### config.mk
export PLATFORM = sky130hd
export DESIGN_NAME = bp_me_wormhole_packet_assembler
export DESIGN_NICKNAME = d
export VERILOG_FILES = /design/src/rtl/bp_me_wormhole_packet_assembler.sv
export SDC_FILE = /design/constraint.sdc
export NUM_CORES = 1
export LEC_CHECK = 0
export BUFFER_PORTS_ARGS = -buffer_cell sky130_fd_sc_hd__buf_2
export CORE_AREA = 2 2 252 254
export DETAILED_ROUTE_END_ITERATION = 8
export DIE_AREA = 0 0 254 256
export GPL_ROUTABILITY_DRIVEN = 1
export PLACE_DENSITY_LB_ADDON = 0.15
export SYNTH_ARGS = -nofsm -noshare
export SYNTH_HDL_FRONTEND = slang
export SYNTH_SLANG_ARGS = --single-unit
### constraint.sdc
create_clock -name clk_i -period 2.18 [get_ports clk_i]
set_input_delay 0.218 -clock clk_i [delete_from_list [all_inputs] [get_ports clk_i]]
set_output_delay 0.218 -clock clk_i [all_outputs]
set_load 0.03 [all_outputs]
### src/rtl/bp_me_wormhole_packet_assembler.sv
// Wormhole receive-side packet assembler: gathers a header flit plus len body
// flits into one zero-padded wide buffer and presents it on a valid/yumi port.
module bp_me_wormhole_packet_assembler #(
   parameter int flit_width_p     = 64,
   parameter int cord_width_p     = 7,
   parameter int len_width_p      = 4,
   parameter int max_body_flits_p = 8
) (
   input  logic                                          clk_i,
   input  logic                                          reset_n_i,
   input  logic [flit_width_p-1:0]                       link_data_i,
   input  logic                                          link_v_i,
   output logic                                          link_ready_and_o,
   output logic [flit_width_p*(max_body_flits_p+1)-1:0]  pkt_o,
   output logic [len_width_p-1:0]                        pkt_len_o,
   output logic                                          pkt_v_o,
   input  logic                                          pkt_yumi_i,
   output logic                                          oversize_o
);

   localparam int pkt_width_lp = flit_width_p * (max_body_flits_p + 1);
   localparam logic [len_width_p-1:0] max_len_lp = len_width_p'(max_body_flits_p);
   localparam logic [len_width_p-1:0] one_lp     = len_width_p'(1);

   typedef enum logic [1:0] {
      e_idle  = 2'd0,
      e_body  = 2'd1,
      e_out   = 2'd2,
      e_drain = 2'd3
   } state_e;

   state_e                  state_q, state_d;
   logic [len_width_p-1:0]  cnt_q, cnt_d;
   logic [len_width_p-1:0]  len_q, len_d;
   logic [pkt_width_lp-1:0] pkt_q, pkt_d;
   logic                    oversize_q, oversize_d;
   logic                    xfer_s;
   logic [len_width_p-1:0]  hdr_len_s;

   assign hdr_len_s = link_data_i[cord_width_p +: len_width_p];
   // Ready is a decode of the state flop, forced low while reset is held.
   assign link_ready_and_o = reset_n_i & (state_q != e_out);
   assign xfer_s           = link_v_i & link_ready_and_o;

   assign pkt_o      = pkt_q;
   assign pkt_len_o  = len_q;
   assign pkt_v_o    = (state_q == e_out);
   assign oversize_o = oversize_q;

   // Next-state, counter and packet-buffer update.
   always_comb begin
      state_d    = state_q;
      cnt_d      = cnt_q;
      len_d      = len_q;
      pkt_d      = pkt_q;
      oversize_d = oversize_q;
      case (state_q)
         e_idle: begin
            if (xfer_s) begin
               pkt_d                      = '0;
               pkt_d[flit_width_p-1:0]    = link_data_i;
               len_d                      = hdr_len_s;
               if (hdr_len_s == '0) begin
                  state_d = e_out;
               end else if (hdr_len_s <= max_len_lp) begin
                  cnt_d   = '0;
                  state_d = e_body;
               end else begin
                  // Too long for the buffer: swallow the body so the network keeps moving.
                  cnt_d      = hdr_len_s;
                  oversize_d = 1'b1;
                  state_d    = e_drain;
               end
            end else begin
               state_d = e_idle;
            end
         end
         e_body: begin
            if (xfer_s) begin
               for (int k = 0; k < max_body_flits_p; k++) begin
                  if (cnt_q == len_width_p'(k)) begin
                     pkt_d[(k+1)*flit_width_p +: flit_width_p] = link_data_i;
                  end else begin
                     pkt_d[(k+1)*flit_width_p +: flit_width_p] = pkt_q[(k+1)*flit_width_p +: flit_width_p];
                  end
               end
               cnt_d = cnt_q + one_lp;
               if ((cnt_q + one_lp) == len_q) begin
                  state_d = e_out;
               end else begin
                  state_d = e_body;
               end
            end else begin
               state_d = e_body;
            end
         end
         e_out: begin
            if (pkt_yumi_i) begin
               state_d = e_idle;
            end else begin
               state_d = e_out;
            end
         end
         e_drain: begin
            if (xfer_s) begin
               cnt_d = cnt_q - one_lp;
               if (cnt_q == one_lp) begin
                  state_d = e_idle;
               end else begin
                  state_d = e_drain;
               end
            end else begin
               state_d = e_drain;
            end
         end
         default: begin
            state_d = e_idle;
         end
      endcase
   end

   // State and datapath registers with asynchronous active-low reset.
   always_ff @(posedge clk_i or negedge reset_n_i) begin
      if (!reset_n_i) begin
         state_q    <= e_idle;
         cnt_q      <= '0;
         len_q      <= '0;
         pkt_q      <= '0;
         oversize_q <= 1'b0;
      end else begin
         state_q    <= state_d;
         cnt_q      <= cnt_d;
         len_q      <= len_d;
         pkt_q      <= pkt_d;
         oversize_q <= oversize_d;
      end
   end

endmodule

==> impl_metrics.json <==
{
  "r2r_cells": 6,
  "gr-usage-all-layers": 0.217,
  "reg2reg_from": "cnt_q[0]",
  "regArea_um2": 14600,
  "row_count": 92,
  "vias": 16500,
  "synth-edff-count": 0,
  "cts_setup_buffers": 0,
  "start_util": 0.340,
  "post_drt_wl_per_cell_um": 20.3,
  "cp_num_buf_inv": 2,
  "pwr_density_cell_nw_per_um2": 1950,
  "final-max-slew-violation-count": 0,
  "path_cells": "buf_4 -> nor2b_2 -> nor2b_1 -> buf_2",
  "first_pass_iters": 5,
  "min_period_ns": 2.05,
  "hold_viol_final": 0,
  "cp.arrival_ns": 1.83,
  "cts_tree": "done",
  "layout.nets": 2697,
  "area_delta_synth_final_pct": 33.3,
  "critical_path.startpoint_type": "flip-flop",
  "ys.warnings.count": 0,
  "drt_iter0_drc": 833,
  "synth_top_family_by_area": "compound AO/OA/AOI/OAI gates",
  "ios": 651,
  "overflow": 0,
  "fin_ws_ns": 0.128,
  "final_util": 0.453,
  "grt_pass1_vias": 16300,
  "dp_cells": 3339,
  "pre_cts_slack_ns": 0.114,
  "yosysTopAreaCellShare": 0.688,
  "finClkSkew_ns": 0.0181,
  "synth.distinct_cells": 41,
  "final_area_um2": 28300,
  "grt_pass1_wl_mm": 107,
  "gp_congestion": 0.843,
  "root_buffer": "clkbuf_16",
  "syn_area_per_cell_um2": 10.9,
  "endpoint_kind": "primary output",
  "viasPerCell": 4.70,
  "place_area_um2": 25500,
  "timing.rr.end": "pkt_o[100]",
  "coreArea_um2": 62400,
  "cp.required_ns": 1.96,
  "synthArstFlopShare": 1.00,
  "netlist_area_um2": 21200,
  "fin_crit_sh": 0.941,
  "antenna_found_initial": 0,
  "drc": 0,
  "worstPathMaxFanout": 7,
  "max_freq_mhz": 487,
  "path_depth": 4,
  "crit_type": "reg -> out",
  "cap_violations": 0,
  "worst_slew_pin_slew_ns": 0.945,
  "synth.area.mux_share": 0.0344,
  "multi_input_area_um2": 6070,
  "die_w_um": 254,
  "synth_most_common_cell": "dfrtp_1",
  "slowest_delay_ns": 0.42,
  "wl_mm": 71.4,
  "antenna_cells": 0,
  "htreeDepth": 2,
  "ir_worst_vdd_v": 0.00104,
  "power_mw": 55.2,
  "clk_pin_slew_worst_paths_ns": 0.06,
  "fill_cells": 6039,
  "r2r_setup_slack_ns": 0.22,
  "grt_max_degree": 150,
  "synth_common_cells": "dfrtp_1, nand2_1, o21ai_1, o21ai_0, mux2_2",
  "cp_top_family": "simple AND/OR/NAND/NOR gates",
  "ys_ff_latch": 583,
  "synthCells": 1942,
  "synth_nets": 2015,
  "drive_gt1_frac": 0.323,
  "yosys.area_share.simple": 0.112,
  "hpwl_mm": 50.6,
  "drtAntennaViolNets": 0,
  "cts_buffers": 61,
  "yosysSeqAreaShare": 0.688,
  "cts.sinks": 583,
  "synth_compound_area_frac": 0.129,
  "stdcell_count": 3515,
  "synthTopCellsByArea": "dfrtp_1, nand2_1, o21ai_1",
  "die-area_um2": 65000,
  "synth_xor_area_frac": 0.00354,
  "yosys.area.top_type": "dfrtp_1",
  "die_h_um": 256,
  "synth_fa_ha_area_frac": 0.00295,
  "fin_hold_ws_ns": 0.187,
  "synthFlopType": "dfrtp_1",
  "cellLeakagePower_nw": 14.5,
  "cpMaxStageDelayCell": "dfrtp_1",
  "clk_path_buf_depth": 3,
  "setup_viol": 0,
  "status": "finished clean",
  "port_buffers": 650,
  "rsz0062_at_grt": "no",
  "slew_headroom": 0.370,
  "fin_setup_tns_ns": 0,
  "insertion_delay_ns": 0.61,
  "hold_path.class": "in -> async"
}
tightest hold or removal path: stages:
cell and delay, ns:
dlygate4sd3_1 0.56, buf_8 0.15, buf_12 0.22
cell usage in the layout (no fill, tap or decap), types with 2 or more instances in the layout:
| cell type | count |
|---|---|
| nand3b_1 | 4 |
| nor3b_1 | 3 |
| clkbuf_8 | 14 |
| ha_1 | 5 |
| dlygate4sd3_1 | 68 |
| bufinv_16 | 7 |
| buf_4 | 17 |
| clkinv_2 | 6 |
| clkbuf_16 | 63 |
| buf_12 | 19 |
| nor2b_1 | 3 |
| a21o_1 | 2 |
| nand4_1 | 2 |
| nor4_1 | 2 |
| dfrtp_1 | 583 |
| or3_1 | 2 |
| inv_1 | 2 |
| clkinvlp_4 | 5 |
| a21o_4 | 4 |
| xor2_1 | 3 |
| o21ai_1 | 395 |
| buf_2 | 649 |
| nor2_4 | 2 |
| nand2_1 | 580 |
| a21oi_1 | 3 |
| a221oi_1 | 2 |
| o21bai_4 | 4 |
| nand3_1 | 2 |
| o21ai_0 | 119 |
| a211o_1 | 2 |
| xnor2_1 | 3 |
| mux2_2 | 64 |
| clkbuf_1 | 11 |
| nor2_1 | 2 |
kinds of logic (layout without fill, tap and decap cells):
| kind of cell | Yosys count | after routing |
|---|---|---|
| AND/OR/NAND/NOR | 608 | 608 |
| flip-flops | 583 | 583 |
| AO/OA/AOI/OAI | 536 | 536 |
| buffers and inverters | 138 | 865 |
| multiplexers | 65 | 65 |
| XOR/XNOR | 7 | 7 |
| adder cells (fa/ha/maj) | 5 | 5 |
what timing repair did:
| item | 4_1_cts | 5_1_grt |
|---|---|---|
| hold endpoints to repair | 96 | 0 |
| setup endpoints to repair | 2 | 35 |
| hold buffers | 68 | 0 |
| resized for setup | 1 | 1 |
routing by layer:
metal / vias up / global-route usage / part of all wire / wire length (um)
met5: - / 0 / 0 / 0
met4: 0 / 0.0775 / 0.034 / 2430
met3: 129 / 0.0576 / 0.073 / 5200
met2: 532 / 0.360 / 0.48 / 34400
met1: 7961 / 0.272 / 0.41 / 29300
li1: 7911 / - / - / -
power by group:
group          total [mW]  switching [mW]  internal, mW
logic                25.8            19.2          6.58
registers            18.5            2.71          15.8
clock network        10.8            4.29          6.55
flip-flops by register name, indices dropped and copies added (netlist names):
register / count
pkt_len_o: 3
oversize_o: 1
pkt_o: 573
state_q: 2
cnt_q: 4
worst max path at each step:
stage / startpoint / end
2_1_floorplan: cnt_q[1] / pkt_o[176]
3_3_place_gp: cnt_q[0] / pkt_o[77]
3_5_place_dp: cnt_q[1] / pkt_o[165]
4_1_cts: state_q[1] / link_ready_and_o
5_1_grt: cnt_q[0] / pkt_o[98]
6_report: state_q[1] / link_ready_and_o
final cells by class:
class,instances,area share
Sequential cell,583,0.516
Multi-Input combinational cell,1221,0.215
Timing Repair Buffer,754,0.157
Clock buffer,88,0.0640
Tap cell,846,0.0374
Clock inverter,20,0.0104
Inverter,3,0.000398
Note: power is estimated with default switching activity, not from simulation.
